`src/rtl/btn_conditioner.sv`:
```
// Three-channel button conditioner: 2-flop synchroniser plus independent debounce per bit.
// Optional one-cycle press pulses on b_press when BTN_PRESS_EN is defined.
module btn_conditioner #(
    parameter int unsigned DEBOUNCE_CYCLES = 500000
) (
    input  logic       clk,
    input  logic       rst,
    input  logic [3:1] btn_raw,
    output logic [3:1] b
`ifdef BTN_PRESS_EN
    ,
    output logic [3:1] b_press
`endif
);

    localparam int unsigned CNT_W = $clog2(DEBOUNCE_CYCLES + 1);
    localparam logic [CNT_W-1:0] CNT_LAST = CNT_W'(DEBOUNCE_CYCLES - 1);
    localparam bit SINGLE_SAMPLE = (DEBOUNCE_CYCLES == 1);

    typedef enum logic {
        STABLE  = 1'b0,
        PENDING = 1'b1
    } state_e;

    logic [3:1]       sync1;
    logic [3:1]       sync2;
    state_e           state_q [3:1];
    state_e           state_d [3:1];
    logic [CNT_W-1:0] cnt_q   [3:1];
    logic [CNT_W-1:0] cnt_d   [3:1];
    logic [3:1]       b_d;

    // State registers; reset overrides every other update on the same edge.
    always_ff @(posedge clk) begin
        if (rst) begin
            sync1 <= 3'b000;
            sync2 <= 3'b000;
            b     <= 3'b000;
            for (int i = 1; i <= 3; i++) begin
                state_q[i] <= STABLE;
                cnt_q[i]   <= '0;
            end
        end else begin
            sync1 <= btn_raw;
            sync2 <= sync1;
            b     <= b_d;
            for (int i = 1; i <= 3; i++) begin
                state_q[i] <= state_d[i];
                cnt_q[i]   <= cnt_d[i];
            end
        end
    end

    // Per-channel debounce: any return to the current level restarts the count.
    always_comb begin
        state_d = state_q;
        cnt_d   = cnt_q;
        b_d     = b;
        for (int i = 1; i <= 3; i++) begin
            case (state_q[i])
                STABLE: begin
                    if (sync2[i] != b[i]) begin
                        if (SINGLE_SAMPLE) begin
                            b_d[i] = sync2[i];
                        end else begin
                            cnt_d[i]   = CNT_W'(1);
                            state_d[i] = PENDING;
                        end
                    end
                end
                PENDING: begin
                    if (sync2[i] == b[i]) begin
                        cnt_d[i]   = '0;
                        state_d[i] = STABLE;
                    end else if (cnt_q[i] == CNT_LAST) begin
                        b_d[i]     = sync2[i];
                        cnt_d[i]   = '0;
                        state_d[i] = STABLE;
                    end else begin
                        cnt_d[i] = cnt_q[i] + CNT_W'(1);
                    end
                end
            endcase
        end
    end

`ifdef BTN_PRESS_EN
    // Pulse aligns with the first cycle b is high; releases produce nothing.
    always_ff @(posedge clk) begin
        if (rst) begin
            b_press <= 3'b000;
        end else begin
            b_press <= b_d & ~b;
        end
    end
`endif

endmodule

```
`config.mk`:
```
export PLATFORM = sky130hd
export DESIGN_NAME = btn_conditioner
export DESIGN_NICKNAME = d
export VERILOG_FILES = /design/src/rtl/btn_conditioner.sv
export SDC_FILE = /design/constraint.sdc
export NUM_CORES = 1
export LEC_CHECK = 0
export ABC_AREA = 1
export CORE_UTILIZATION = 50
export DETAILED_ROUTE_END_ITERATION = 6
export PLACE_DENSITY = 0.66
export SYNTH_ARGS = -nofsm -noshare
export SYNTH_HDL_FRONTEND = slang
export SYNTH_SLANG_ARGS = --single-unit
export TNS_END_PERCENT = 5
```
`constraint.sdc`:
```
create_clock -name clk -period 2.2 [get_ports clk]
set_clock_uncertainty 0.15 [all_clocks]
set_input_delay 0.44 -clock clk [delete_from_list [all_inputs] [get_ports clk]]
set_output_delay 0.44 -clock clk [all_outputs]
set_load 0.03 [all_outputs]
```
==> flow_metrics.py <==
metrics = {
    "logic_synthesis": {
        "yosysWarnings": 0,
        "syn-instance-count": 636,
        "yosysTopAreaCellShare_pct": 34.5,
        "synth_xor_area_share_pct": 4.09,
        "synth_compound_area_share_pct": 10.3,
        "syn_area_um2": 4010,
        "yosys.area_share.adder_pct": 0.936,
        "syn_nets": 644,
        "seq_area_frac_synth_pct": 34.5,
        "synth_seq_cells": 69,
        "muxShareOfSynthArea_pct": 0,
        "syn_avg_cell_area_um2": 6.30,
        "synth_top_family_by_area": "simple AND/OR/NAND/NOR gates",
        "yosysTopAreaCell": "dfxtp_1",
        "synth_cell_types": 32,
        "synth.top_cells.by_area": "dfxtp_1 (34%), nand2_1 (19%), nor2_1 (7.3%)",
        "yosys.area_share.simple_pct": 41.5,
    },
    "run": {
        "cap_violations": 0,
    },
    "timing": {
        "fin_crit_ns": 2.04,
        "tightest_slew_ns": 0.519,
        "rsz0062_at_grt": "no",
        "hold_viol": 0,
        "slew_viol_final": 0,
        "period_share_pct": 92.8,
        "setup_viol": 0,
        "fmax_mhz": 490,
        "fin_setup_tns_ns": 0,
        "slew_headroom_pct": 65.4,
    },
    "cts": {
        "post-cts-setup-buffers": 0,
        "clock_latency_ns": 0.35,
        "h-tree-depth": 3,
        "cts_resized": 0,
        "cts_tree": "done",
        "cts_root_buf": "clkbuf_8",
        "cts_made_buffers": 9,
        "clkSinkCount": 69,
        "cts.clk_slew.worst_paths_ns": 0.08,
        "clock_path_buffers": 2,
        "cts.hold.buffers_added": 0,
    },
    "final_layout": {
        "layout.nets": 648,
        "drive_above_1_share_pct": 8.07,
        "fin_area_um2": 4370,
        "instances_no_fill": 746,
        "antenna_cells": 0,
        "most-common-layout-cells": "nand2_1 (208), nor2_1 (78), dfxtp_1 (69), inv_1 (65), a21oi_1 (51)",
        "area_growth_pct": 8.99,
        "final_common_cell": "nand2_1",
    },
    "die": {
        "fp.dieW_um": 91.5,
        "die_h_um": 91.5,
        "num_io_pins": 8,
        "rows": 32,
        "initial_core_util_pct": 51.9,
        "dieArea_um2": 8380,
        "core_um2": 7730,
    },
    "setup_path": {
        "cp.arrival_ns": 1.45,
        "crit_required_ns": 1.61,
        "cp_max_fo": 3,
        "end_kind": "output port",
        "worst-path-buf-inv": 1,
        "crit_family": "buffers and inverters",
        "crit_chain": "clkdlybuf4s50_1",
        "slowest_delay_ns": 0.70,
        "worstSetupPathType": "reg2out",
        "critPathLaunchType": "flip-flop",
        "crit_path_top_delay_cell": "clkdlybuf4s50_1",
    },
    "detailed_routing": {
        "drc_errors": 0,
        "vias": 3848,
        "ant_nets": 0,
        "met2_length_mm": 4.24,
        "drt-total-wl_mm": 9.00,
        "wl_per_cell_um": 12.1,
        "dr_wl_met3_um": 373,
        "top_layer_used": "met4",
        "drt-met1-wl_mm": 4.23,
        "dr.first_iter.drc_count": 240,
        "via_per_inst": 5.16,
        "dr.pass1.iters": 5,
    },
    "placement": {
        "place_area_um2": 4130,
        "io_buffers": 7,
        "dp.cells": 731,
        "dp_hpwl_mm": 6.31,
        "place_congestion": 0.912,
    },
    "hold_path": {
        "hold_path.class": "reg2reg",
    },
    "global_route": {
        "antenna_found_initial": 0,
        "grt_pass1_wl_mm": 16.2,
        "grt_pass1_vias": 3693,
        "grt_overflow_total": 0,
        "grt_usage_pct": 23.6,
        "grt_max_degree": 47,
    },
    "power_and_ir_drop": {
        "power_density_nw_per_um2": 594,
        "leakagePower_nw": 1.53,
        "ir_worst_vdd_mv": 0.323,
    },
    "outcome": {
        "status": "finished clean",
    },
}
-- registers in the layout (all words and copies together), names as in the netlist --
name / count
state_q: 3
sync1: 3
b: 3
cnt_q: 57
sync2: 3
-- path summary, 6_finish.rpt --
path | endpoint | slack [ns] | startpoint | cells past startpoint
min reg2reg | sync2[3]$_SDFF_PP0_ | 0.26 | sync1[3]$_SDFF_PP0_ | 2
min | sync2[3]$_SDFF_PP0_ | 0.26 | sync1[3]$_SDFF_PP0_ | 2
max | b[2] | 0.16 | b[2]$_SDFFE_PP0P_ | 1
max reg2reg | cnt_q[55]$_SDFFE_PP0P_ | 0.25 | cnt_q[38]$_SDFFE_PP0P_ | 8
-- cell type report --
| type | count | area, um2 |
|---|---|---|
| fillers | 775 | 3360 |
| clock inverters | 6 | 113 |
| well taps | 102 | 128 |
| multi-input cells | 482 | 2280 |
| flip-flops and latches | 69 | 1380 |
| repair buffers | 11 | 95.1 |
| inverters | 67 | 251 |
| clock buffers | 9 | 124 |
-- cell usage after synthesis --
library cell	n
inv_1	65
nand3_2	2
a21o_1	2
ha_1	3
nand4_1	16
clkbuf_1	7
xnor2_1	3
or2_2	2
nor2_4	6
buf_2	6
buf_4	2
nand2_2	6
and3_1	1
nor3_1	15
inv_2	2
or2_1	1
xor2_1	12
o2111ai_1	2
a21oi_2	2
o21ai_0	20
nand3_1	38
nand2_1	208
nor2_1	78
a21oi_1	51
o21bai_1	1
clkbuf_2	1
and2_1	1
nand3b_2	1
buf_6	2
nor2_2	9
dfxtp_1	69
xor2_2	2
-- per-stage QoR --
stage	util [%]	power, mW	hold WS, ns	worst slack [ns]
floorplan	-	1.35	0.238	0.553
CTS	56.5	2.62	0.261	0.134
detailed placement	53.5	1.37	0.248	0.324
global route	56.5	2.70	0.286	0.0444
global placement	53.5	1.37	0.247	0.428
finish	56.5	2.60	0.258	0.158
-- routing by layer --
metal  global-route usage, %  vias up
met4                    8.99        0
met1                    30.3     1742
met5                       0        -
met3                    3.35       15
met2                    40.0       74
li1                        -     2017
-- cells by family (layout without fill, tap and decap cells) --
group | Yosys count | after routing
fa+ha+maj | 3 | 3
buf+inv | 85 | 93
flops | 69 | 69
xor+xnor | 17 | 17
simple gates | 384 | 384
compound gates | 78 | 78
-- power breakdown --
part | leakage [nW] | total, mW | internal (mW) | switching, mW
registers | 0.557 | 1.27 | 1.26 | 0.00816
clock network | 0.119 | 1.25 | 0.749 | 0.505
logic | 0.854 | 0.0763 | 0.0221 | 0.0542
Power figures use the tool's default switching activity.
